**config.mk**
```make
export PLATFORM = sky130hd
export DESIGN_NAME = ccc_engine_arbiter
export DESIGN_NICKNAME = d
export VERILOG_FILES = /design/src/rtl/i3c_engine_pkg.sv /design/src/rtl/ccc_engine_arbiter_rr_pick.sv /design/src/rtl/ccc_engine_arbiter.sv
export SDC_FILE = /design/constraint.sdc
export NUM_CORES = 1
export LEC_CHECK = 0
export ABC_AREA = 1
export CAP_MARGIN = 20
export CORE_MARGIN = 2
export CORE_UTILIZATION = 40
export CTS_CLUSTER_DIAMETER = 150
export DETAILED_ROUTE_END_ITERATION = 6
export GPL_TIMING_DRIVEN = 0
export PLACE_DENSITY = 0.86
export SETUP_SLACK_MARGIN = 0.1
export SLEW_MARGIN = 20
export SYNTH_ARGS = -nofsm -noshare
export SYNTH_HDL_FRONTEND = slang
export SYNTH_SLANG_ARGS = --single-unit
```
**constraint.sdc**
```tcl
create_clock -name i_clk -period 3.3 [get_ports i_clk]
set_clock_uncertainty 0.15 [all_clocks]
set_input_delay 0.33 -clock i_clk [delete_from_list [all_inputs] [get_ports i_clk]]
set_output_delay 0.33 -clock i_clk [all_outputs]
set_load 0.1 [all_outputs]
```
**src/rtl/i3c_engine_pkg.sv**
```systemverilog
// Shared I3C engine definitions: datapath mode codes, regfile addresses,
// arbiter state encoding and a small index helper.
package i3c_engine_pkg;

  // TX serializer modes
  localparam logic [2:0] TX_SERIALIZE   = 3'b001;
  localparam logic [2:0] TX_PARITY      = 3'b011;

  // RX deserializer modes
  localparam logic [2:0] RX_ACK         = 3'b000;
  localparam logic [2:0] RX_ARBITRATION = 3'b010;

  // Regfile address constants
  localparam logic [6:0] REGF_BCAST_W   = 7'd46;
  localparam logic [6:0] REGF_DDR_CODE  = 7'd50;

  // Arbiter states; ACTIVE is the only state that drives the datapath
  typedef enum logic [1:0] {
    ST_IDLE    = 2'b00,
    ST_LAUNCH  = 2'b01,
    ST_ACTIVE  = 2'b11,
    ST_RELEASE = 2'b10
  } arb_state_e;

  // Next index after idx, wrapping to 0 at n
  function automatic logic [2:0] wrap_inc(input logic [2:0] idx, input int unsigned n);
    logic [2:0] res;
    if ({29'd0, idx} >= (n - 32'd1)) begin
      res = 3'd0;
    end else begin
      res = idx + 3'd1;
    end
    return res;
  endfunction

endpackage

```
**src/rtl/ccc_engine_arbiter_rr_pick.sv**
```systemverilog
// Rotate-priority find-first: returns the first set request at or above
// ptr, wrapping around, so the most recently served engine goes last.
module ccc_rr_pick
  import i3c_engine_pkg::*;
#(
  parameter int N_REQ = 4
) (
  input  logic [N_REQ-1:0] req,
  input  logic [2:0]       ptr,
  output logic             valid,
  output logic [2:0]       idx
);

  // Scan from the farthest offset down so the nearest offset from ptr wins
  always_comb begin
    valid = 1'b0;
    idx   = 3'd0;
    for (int i = N_REQ - 1; i >= 0; i--) begin
      int  sum;
      int  j;
      logic hit;
      sum   = int'(ptr) + i;
      j     = (sum >= N_REQ) ? (sum - N_REQ) : sum;
      hit   = req[j];
      idx   = hit ? 3'(j) : idx;
      valid = valid | hit;
    end
  end

endmodule

```
**src/rtl/ccc_engine_arbiter.sv**
```systemverilog
// Round-robin owner of the shared I3C engine datapath. Launches one CCC
// sub-engine at a time, muxes its control bundle onto the datapath while
// ACTIVE, and releases on done or timeout.
module ccc_engine_arbiter
  import i3c_engine_pkg::*;
#(
  parameter int N_REQ   = 4,
  parameter int ADDR_W  = 10,
  parameter int TMO_W   = 16,
  parameter int TMO_CYC = 40000
) (
  input  logic                    i_clk,
  input  logic                    i_rst,
  input  logic [N_REQ-1:0]        i_req,
  output logic [N_REQ-1:0]        o_req_done,
  output logic [N_REQ-1:0]        o_eng_en,
  output logic [N_REQ-1:0]        o_eng_abort,
  input  logic [N_REQ-1:0]        i_eng_done,
  input  logic [N_REQ-1:0]        i_tx_en,
  input  logic [3*N_REQ-1:0]      i_tx_mode,
  input  logic [N_REQ-1:0]        i_rx_en,
  input  logic [3*N_REQ-1:0]      i_rx_mode,
  input  logic [N_REQ-1:0]        i_regf_rd_en,
  input  logic [ADDR_W*N_REQ-1:0] i_regf_addr,
  input  logic [N_REQ-1:0]        i_bit_cnt_en,
  input  logic [N_REQ-1:0]        i_pp_od,
  output logic                    o_tx_en,
  output logic [2:0]              o_tx_mode,
  output logic                    o_rx_en,
  output logic [2:0]              o_rx_mode,
  output logic                    o_regf_rd_en,
  output logic [ADDR_W-1:0]       o_regf_addr,
  output logic                    o_bit_cnt_en,
  output logic                    o_pp_od,
  output logic                    o_busy,
  output logic [2:0]              o_grant_id,
  output logic                    o_timeout
);

  localparam logic [TMO_W-1:0] TMO_LAST = TMO_W'(TMO_CYC - 1);
  localparam logic [TMO_W-1:0] TMO_ONE  = TMO_W'(1);
  localparam logic [N_REQ-1:0] OH_ONE   = N_REQ'(1);

  arb_state_e         state, next_state;
  logic [2:0]         ptr, next_ptr;
  logic [2:0]         grant_id, next_grant;
  logic [TMO_W-1:0]   tmo_cnt, next_tmo;
  logic [N_REQ-1:0]   eng_en, next_eng_en;
  logic [N_REQ-1:0]   eng_abort, next_abort;
  logic [N_REQ-1:0]   req_done, next_done;
  logic               timeout, next_timeout;

  logic               pick_valid;
  logic [2:0]         pick_idx;
  logic [N_REQ-1:0]   pick_oh;
  logic [N_REQ-1:0]   grant_oh;
  logic [N_REQ-1:0]   sel;
  logic               done_hit;

  ccc_rr_pick #(.N_REQ(N_REQ)) u_pick (
    .req   (i_req),
    .ptr   (ptr),
    .valid (pick_valid),
    .idx   (pick_idx)
  );

  // One-hot forms of the candidate and the current grant
  always_comb begin
    pick_oh  = OH_ONE << pick_idx;
    grant_oh = OH_ONE << grant_id;
    done_hit = |(i_eng_done & grant_oh);
  end

  // State, counters and registered pulses; reset wins over any in-flight event
  always_ff @(posedge i_clk) begin
    if (i_rst) begin
      state     <= ST_IDLE;
      ptr       <= 3'd0;
      grant_id  <= 3'd0;
      tmo_cnt   <= {TMO_W{1'b0}};
      eng_en    <= {N_REQ{1'b0}};
      eng_abort <= {N_REQ{1'b0}};
      req_done  <= {N_REQ{1'b0}};
      timeout   <= 1'b0;
    end else begin
      state     <= next_state;
      ptr       <= next_ptr;
      grant_id  <= next_grant;
      tmo_cnt   <= next_tmo;
      eng_en    <= next_eng_en;
      eng_abort <= next_abort;
      req_done  <= next_done;
      timeout   <= next_timeout;
    end
  end

  // Next-state logic; pulses are computed one state early so they register into the target state
  always_comb begin
    next_state   = state;
    next_ptr     = ptr;
    next_grant   = grant_id;
    next_tmo     = tmo_cnt;
    next_eng_en  = {N_REQ{1'b0}};
    next_abort   = {N_REQ{1'b0}};
    next_done    = {N_REQ{1'b0}};
    next_timeout = 1'b0;
    case (state)
      ST_IDLE: begin
        if (pick_valid) begin
          next_grant  = pick_idx;
          next_eng_en = pick_oh;
          next_state  = ST_LAUNCH;
        end else begin
          next_state  = ST_IDLE;
        end
      end
      ST_LAUNCH: begin
        next_tmo   = {TMO_W{1'b0}};
        next_state = ST_ACTIVE;
      end
      ST_ACTIVE: begin
        next_tmo = tmo_cnt + TMO_ONE;
        if (done_hit) begin
          next_done  = grant_oh;
          next_state = ST_RELEASE;
        end else if (tmo_cnt == TMO_LAST) begin
          next_done    = grant_oh;
          next_abort   = grant_oh;
          next_timeout = 1'b1;
          next_state   = ST_RELEASE;
        end else begin
          next_state = ST_ACTIVE;
        end
      end
      ST_RELEASE: begin
        next_ptr   = wrap_inc(grant_id, 32'(N_REQ));
        next_state = ST_IDLE;
      end
      default: begin
        next_state = ST_IDLE;
      end
    endcase
  end

  // Datapath select: only the granted engine, and only while ACTIVE
  always_comb begin
    if (state == ST_ACTIVE) begin
      sel = grant_oh;
    end else begin
      sel = {N_REQ{1'b0}};
    end
  end

  // AND-OR bundle mux; zero whenever nothing is selected
  always_comb begin
    o_tx_en      = 1'b0;
    o_tx_mode    = 3'b000;
    o_rx_en      = 1'b0;
    o_rx_mode    = 3'b000;
    o_regf_rd_en = 1'b0;
    o_regf_addr  = {ADDR_W{1'b0}};
    o_bit_cnt_en = 1'b0;
    o_pp_od      = 1'b0;
    for (int k = 0; k < N_REQ; k++) begin
      o_tx_en      = o_tx_en      | (i_tx_en[k]      & sel[k]);
      o_tx_mode    = o_tx_mode    | (i_tx_mode[k*3 +: 3] & {3{sel[k]}});
      o_rx_en      = o_rx_en      | (i_rx_en[k]      & sel[k]);
      o_rx_mode    = o_rx_mode    | (i_rx_mode[k*3 +: 3] & {3{sel[k]}});
      o_regf_rd_en = o_regf_rd_en | (i_regf_rd_en[k] & sel[k]);
      o_regf_addr  = o_regf_addr  | (i_regf_addr[k*ADDR_W +: ADDR_W] & {ADDR_W{sel[k]}});
      o_bit_cnt_en = o_bit_cnt_en | (i_bit_cnt_en[k] & sel[k]);
      o_pp_od      = o_pp_od      | (i_pp_od[k]      & sel[k]);
    end
  end

  assign o_eng_en    = eng_en;
  assign o_eng_abort = eng_abort;
  assign o_req_done  = req_done;
  assign o_timeout   = timeout;
  assign o_grant_id  = grant_id;
  assign o_busy      = (state != ST_IDLE);

endmodule

```
==> metrics.log, run 1 <==
INFO  metric outcome = finished, final reports clean
INFO  metric synth_enable_flop_cells = 0
INFO  metric most_frequent_cells_in_the_layout = nand2_1, clkdlybuf4s50_1, inv_1, nor2_1, dfxtp_1
INFO  metric num_rows = 28
INFO  metric total_leakage_power = 0.00164 uW
INFO  metric final.setup.worst_slack = 0.478 ns
INFO  metric power.switching_fraction = 54.1%
INFO  metric cts_root_buffer = clkbuf_8
INFO  metric clock-sinks = 37
INFO  metric area_growth = 58.2%
INFO  metric numPortBuffers = 131
INFO  metric endpoint_class_of_the_critical_path = output port
INFO  metric final_max_slew_viol_count = 0
INFO  metric met2_global_route_usage = 40.7%
INFO  metric place_hpwl = 6570 um
INFO  metric synth_seq_cells = 37
INFO  metric vias = 3033
INFO  metric finalSetupViolations = 0
INFO  metric worstPathCellList = inv_1 > ha_1 > inv_1 > nor2_1 > inv_1 > nor2_1 > buf_2 > nand2_1 > nand4_1 > clkbuf_2
INFO  metric cts.repair.resized = 23
INFO  metric place_congestion = 0.895
INFO  metric postSynthCellCount = 397
INFO  metric max-cap-violations = 0
INFO  metric worstSkewPairLatency = 0.31 ns
INFO  metric clock_tree.buffer_depth = 2
INFO  metric part_of_the_total_power_dissipated_in_the_clock_network = 15.0%
INFO  metric netlist_area = 2400 sq um
INFO  metric die_width = 81.4 um
INFO  metric postLayoutCoreUtil = 64.8%
INFO  metric pwr_density_cell = 573 nW/um^2
INFO  metric combPwrFrac = 59.7%
INFO  metric antenna_cells = 0
INFO  metric hp_start = tmo_cnt[12]
INFO  metric post-route-cell-area = 3790 sq um
INFO  metric critical_path.startpoint_type = flop
INFO  metric design.final.nets = 637
INFO  metric ant_nets = 0
INFO  metric fraction_of_the_yosys_area_taken_by_sequential_cells = 30.9%
INFO  metric htree_levels = 2
INFO  metric clk_pin_slew_worst_paths = 0.08 ns
INFO  metric reg2reg_from = ptr[1]
INFO  metric postSynth.topFlopCell = dfxtp_1
INFO  metric cts_inserted_buffers = 5
INFO  metric unrepaired_setup_endpoints_after_global_routing = no
INFO  metric yosysWarningCount = 0
INFO  metric antenna_found_initial = 0
INFO  metric grt_met3_usage = 6.56%
INFO  metric max_clock_freq = 354 MHz
INFO  metric initialDrtViolationCount = 116
INFO  metric die-area = 6630 sq um
INFO  metric gr_util_met1 = 29.9%
INFO  metric final_common_cell = nand2_1
INFO  metric gr-total-overflow = 0
INFO  metric timing.critical_path.slowest_stage_cell = clkbuf_2
INFO  metric finalSetupTns = 0 ns
INFO  metric worstPathMaxFanout = 10
INFO  metric finalWirelength = 8040 um
INFO  metric seq_power_share = 25.3%
INFO  metric synth_fp_nets = 499
INFO  metric viasPerCell = 4.96
INFO  metric cts_tree = built
INFO  metric fin_crit_sh = 85.5%
INFO  metric min-delay-path-class = flop to flop
INFO  metric max-vdd-ir-drop = 0.000408 V
INFO  metric most_frequent_cell_on_the_critical_path = inv_1
INFO  metric final_number_of_hold_violating_endpoints = 0
INFO  metric design.portCount = 132
INFO  metric critical_path_required = 2.82 ns
INFO  metric worstSetupPathType = flop to output port
INFO  metric drt-wirelength-per-cell = 13.2 um
INFO  metric placedInstanceArea = 3800 sq um
INFO  metric power.net_switching = 1180 uW
INFO  metric regToRegSetupSlack = 1.28 ns
INFO  metric core_area = 5850 sq um
INFO  metric floorplan.initialDensity = 41.0%
INFO  metric synth_area_per_cell = 6.04 sq um
INFO  metric relative_max_transition_margin = 30.5%
INFO  metric cts_setup_buffers = 0
INFO  metric yosysUniqueCellTypes = 30
INFO  metric first_global_vias = 2797
INFO  metric drive_gt1_share = 9.70%
INFO  metric min_path_cells = 2
INFO  metric reg2reg_depth = 11
INFO  metric worst_pin_slew = 1.04 ns
INFO  metric cp.buffers_inverters = 5
INFO  metric grt-busiest-layer = met2
INFO  metric pre_cts_ws = 0.134 ns
INFO  metric critPathTopFamily = buffers and inverters
INFO  metric cp_slowest_stage_delay = 0.48 ns
INFO  metric dieHeight = 81.4 um
INFO  metric holdPathEnd = tmo_cnt[12]
INFO  metric drt-pass1-iter-count = 5
INFO  metric global_route.usage.total = 23.9%
INFO  metric asyncSetResetFlopFracSynth = 0%
INFO  metric crit_arrival = 2.34 ns
INFO  metric grt_max_degree = 14
INFO  metric time_the_final_worst_path_needs_with_i_o_delays_and_setup = 2.82 ns
INFO  metric post-route-drc-count = 0
INFO  metric r2r-end = o_eng_en[2]
INFO  metric power_report.internal_total = 997 uW
INFO  metric ctsHoldBuffers = 0
INFO  metric first_pass_grt_wire_length = 12400 um
[worst max path at each step]
stage | endpoint | start | slack, ns | depth (start not counted)
2_1_floorplan | o_bit_cnt_en | o_grant_id[0] | 0.39 | 9
3_3_place_gp | o_tx_mode[1] | o_grant_id[0] | 0.14 | 10
3_5_place_dp | o_regf_addr[3] | o_grant_id[1] | 0.13 | 10
4_1_cts | o_regf_addr[3] | o_grant_id[1] | 0.09 | 10
5_1_grt | o_regf_addr[7] | o_grant_id[1] | 0.24 | 10
6_report | o_regf_addr[3] | o_grant_id[1] | 0.48 | 10
[area by class of cell]
cell class	count	area, sq um
plain buffers	10	51.3
multi-input cells	306	1440
inverters	44	165
fillers	527	2060
clock buffers	5	68.8
clock inverters	3	22.5
repair buffers	131	1210
well taps	75	93.8
flip-flops and latches	37	744
[routing by layer]
layer	vias up	wire, um
met2	83	4100
met3	12	432
li1	1545	-
met5	-	0
met1	1393	3360
met4	0	136
[sequential cells by signal, indices dropped and copies added (netlist names)]
register     flops
o_eng_en         4
o_eng_abort      4
ptr              3
o_grant_id       3
state            2
o_req_done       4
tmo_cnt         16
o_timeout        1
[power groups by stage]
stage               combinational, uW  clock [uW]  sequential [uW]
finish                           1300         326              549
CTS                              1310         330              549
floorplan                         760           0              751
detailed placement               1330           0              558
global route                     1400         349              555
global placement                 1300           0              557
[Yosys cell counts, types with 2 or more instances]
| cell | count | area (sq um) |
|---|---|---|
| nand2_1 | 159 | 597 |
| inv_1 | 43 | 161 |
| nor2_1 | 43 | 161 |
| dfxtp_1 | 37 | 741 |
| nand4_1 | 23 | 144 |
| nand3_1 | 19 | 95.1 |
| a21oi_1 | 16 | 80.1 |
| o21ai_0 | 10 | 50.1 |
| buf_2 | 8 | 40.0 |
| ha_1 | 8 | 100 |
| nor3_1 | 6 | 30.0 |
| nand2_2 | 4 | 25.0 |
| nor2_4 | 3 | 33.8 |
| nor4_1 | 2 | 12.5 |
[cell families (layout without fill, tap and decap cells)]
family	after synthesis	after routing	share of synthesized area, %
xor gates and xnor gates	2	2	0.731
and+or+nand+nor	263	263	47.3
DFF	37	37	30.9
adders and majority gates	8	8	4.18
AOI/OAI and AO/OA	33	33	7.89
buffers and inverters	54	193	9.03
[tightest hold or removal path, stage by stage (launching register included)]
cell and delay (ns):
dfxtp_1 0.31, inv_1 0.07, a21oi_1 0.06
[stage by stage]
stage / instances / hold WS, ns / power, uW
3_3_place_gp: 603 / 0.304 / 1860
6_report: 611 / 0.327 / 2170
2_1_floorplan: 397 / 0.292 / 1510
4_1_cts: 611 / 0.331 / 2190
3_5_place_dp: 603 / 0.319 / 1890
5_1_grt: 611 / 0.361 / 2300
Power figures use the tool's default switching activity.
==> run 2, diff against run 1 <==
--- a/config.mk
+++ b/config.mk
@@ -8,11 +8,12 @@
 export ABC_AREA = 1
 export CAP_MARGIN = 20
 export CORE_MARGIN = 2
-export CORE_UTILIZATION = 40
+export CORE_UTILIZATION = 39
 export CTS_CLUSTER_DIAMETER = 150
+export CTS_CLUSTER_SIZE = 12
 export DETAILED_ROUTE_END_ITERATION = 6
 export GPL_TIMING_DRIVEN = 0
-export PLACE_DENSITY = 0.86
+export PLACE_DENSITY = 0.84
 export SETUP_SLACK_MARGIN = 0.1
 export SLEW_MARGIN = 20
 export SYNTH_ARGS = -nofsm -noshare
==> constraint.sdc (replaced) <==
create_clock -name i_clk -period 2.9 [get_ports i_clk]
set_clock_uncertainty 0.15 [all_clocks]
set_input_delay 0.29 -clock i_clk [delete_from_list [all_inputs] [get_ports i_clk]]
set_output_delay 0.29 -clock i_clk [all_outputs]
set_load 0.1 [all_outputs]
==> run 2 against run 1 <==
  * Utilization up 0.73 points
  * Power up 18%
  * Critical path depth unchanged
  * Hold slack better by 0.0052 ns
  * Global-route usage down 0.61 points
  * Combinational power up 15%
  * Worst setup slack worse by 0.23 ns
  * Critical path type unchanged
  * Final cell count unchanged
  * Count of clock-buffer cells in the layout up 2
  * Clock power up 33%
==> metrics.log, run 2 (same netlist as run 1, synthesis figures left out) <==
INFO  metric gr-total-overflow = 0
INFO  metric drive_gt1_share = 9.70%
INFO  metric most_frequent_cell_on_the_critical_path = inv_1
INFO  metric initialDrtViolationCount = 183
INFO  metric max-vdd-ir-drop = 0.000370 V
INFO  metric clk_pin_slew_worst_paths = 0.08 ns
INFO  metric first_pass_grt_wire_length = 12200 um
INFO  metric timing.critical_path.slowest_stage_cell = dfxtp_4
INFO  metric top_register = tmo_cnt
INFO  metric placedInstanceArea = 3810 sq um
INFO  metric die-area = 6790 sq um
INFO  metric postLayoutCoreUtil = 65.5%
INFO  metric viasPerCell = 4.81
INFO  metric worstSetupPathType = flop to output port
INFO  metric outcome = finished, final reports clean
INFO  metric critPathTopFamily = buffers and inverters
INFO  metric cts_inserted_buffers = 5
INFO  metric num_rows = 28
INFO  metric floorplan.initialDensity = 40.5%
INFO  metric place_hpwl = 6430 um
INFO  metric drt-pass1-iter-count = 4
INFO  metric critical_path.startpoint_type = flop
INFO  metric finish.cell_count_without_fillers = 611
INFO  metric n_fill_cell = 520
INFO  metric design.portCount = 132
INFO  metric total_leakage_power = 0.00165 uW
INFO  metric post-route-drc-count = 0
INFO  metric drt-wirelength-per-cell = 12.9 um
INFO  metric worstPathCellList = inv_1 > ha_1 > inv_1 > nor2_1 > inv_1 > nor2_1 > clkbuf_4 > nand2_1 > nand4_1 > clkbuf_4
INFO  metric max_clock_freq = 377 MHz
INFO  metric clock-sinks = 37
INFO  metric ant_nets = 0
INFO  metric unrepaired_setup_endpoints_after_global_routing = yes
INFO  metric worst_pin_slew = 1.01 ns
INFO  metric finalSetupTns = 0 ns
INFO  metric post-route-cell-area = 3880 sq um
INFO  metric final_max_slew_viol_count = 0
INFO  metric worstSkewPairLatency = 0.30 ns
INFO  metric p_total = 2560 uW
INFO  metric largest_register_ff_count = 16
INFO  metric relative_max_transition_margin = 32.3%
INFO  metric global_route.usage.total = 23.3%
INFO  metric cts_tree = built
INFO  metric most_frequent_cells_in_the_layout = nand2_1, clkdlybuf4s50_1, inv_1, nor2_1, dfxtp_1
INFO  metric dieHeight = 82.4 um
INFO  metric critical_path_required = 2.46 ns
INFO  metric max-cap-violations = 0
INFO  metric numPortBuffers = 131
INFO  metric antenna_cells = 0
INFO  metric endpoint_class_of_the_critical_path = output port
INFO  metric area_growth = 61.9%
INFO  metric antenna_found_initial = 0
INFO  metric place_congestion = 0.915
INFO  metric place_inst = 603
INFO  metric grt_max_degree = 13
INFO  metric core_area = 5920 sq um
INFO  metric die_width = 82.4 um
INFO  metric cp.buffers_inverters = 5
INFO  metric min-delay-path-class = flop to flop
INFO  metric time_the_final_worst_path_needs_with_i_o_delays_and_setup = 2.65 ns
INFO  metric crit_arrival = 2.21 ns
INFO  metric vias = 2937
INFO  metric design.final.nets = 637
INFO  metric final_common_cell = nand2_1
INFO  metric worstPathMaxFanout = 10
INFO  metric fin_crit_sh = 91.4%
INFO  metric clock_tree.buffer_depth = 2
INFO  metric pwr_density_cell = 659 nW/um^2
INFO  metric final_number_of_hold_violating_endpoints = 0
INFO  metric first_global_vias = 2669
INFO  metric htree_levels = 2
INFO  metric finalWirelength = 7880 um
INFO  metric cp_slowest_stage_delay = 0.37 ns
INFO  metric finalSetupViolations = 0
INFO  metric cts_root_buffer = clkbuf_8
==> run 2: cell count changes in the layout (fill, tap and decap cells not counted), moves of 2 or more <==
cell | previous run | this run
clkbuf_4 | 0 | 23
clkbuf_2 | 21 | 0
buf_2 | 8 | 5
clkinv_4 | 2 | 0
dfxtp_2 | 3 | 1
dfxtp_4 | 0 | 2
==> run 2: cell type report <==
cell class	instances	area (sq um)	share of cell area, %
Multi-Input combinational cell	306	1440	37.1
Clock inverter	1	7.51	0.193
Timing Repair Buffer	131	1260	32.4
Clock buffer	7	108	2.77
Buffer	10	58.8	1.52
Inverter	44	165	4.26
Sequential cell	37	749	19.3
Tap cell	75	93.8	2.42
==> run 2: worst reg2reg max path, cell delays in order (launching register included) <==
cell	delay, ns
dfxtp_1	0.40
inv_1	0.13
ha_1	0.34
inv_1	0.11
nand3_1	0.14
nand2_2	0.13
nor2_1	0.06
nand2_1	0.08
nand3_1	0.14
nor2_1	0.12
nand2_1	0.07
nor2_1	0.09
==> run 2: timing repair <==
| item | in CTS | in global routing |
|---|---|---|
| setup buffers | 0 | 0 |
| setup endpoints to repair | 21 | 21 |
| hold buffers | 0 | 0 |
| resized for setup | 105 | 25 |
| endpoints found under the hold margin | 0 | 0 |
| cloned | 0 | 0 |
==> run 2: worst paths after layout <==
kind	startpoint	end	slack [ns]	depth (start not counted)
worst max-delay path	o_grant_id[1]	o_regf_addr[6]	0.25	10
worst min register to register	tmo_cnt[12]	tmo_cnt[12]	0.33	2
worst max register to register	ptr[1]	o_eng_en[1]	0.90	11
worst min-delay path	tmo_cnt[12]	tmo_cnt[12]	0.33	2
==> run 2: per-layer routing <==
layer	global-route usage, %	part of all wire (%)	up-vias	routed length, um
met5	0	0	-	0
met4	5.83	1.3	0	106
met3	5.54	5.2	12	412
met2	37.2	49	83	3890
met1	31.5	44	1298	3470
li1	-	-	1544	-
==> run 2: power breakdown <==
part	switching, uW	leakage (uW)	internal, uW
Clock	187	0.0000556	245
Combinational	1070	0.00129	418
Sequential	58.3	0.000301	573
==> run 2: stage by stage <==
step / hold slack, ns / setup WS, ns
floorplan: 0.292 / 0.109
global placement: 0.306 / -0.228
detailed placement: 0.313 / -0.264
CTS: 0.328 / 0.115
global route: 0.365 / 0.0829
finish: 0.332 / 0.250
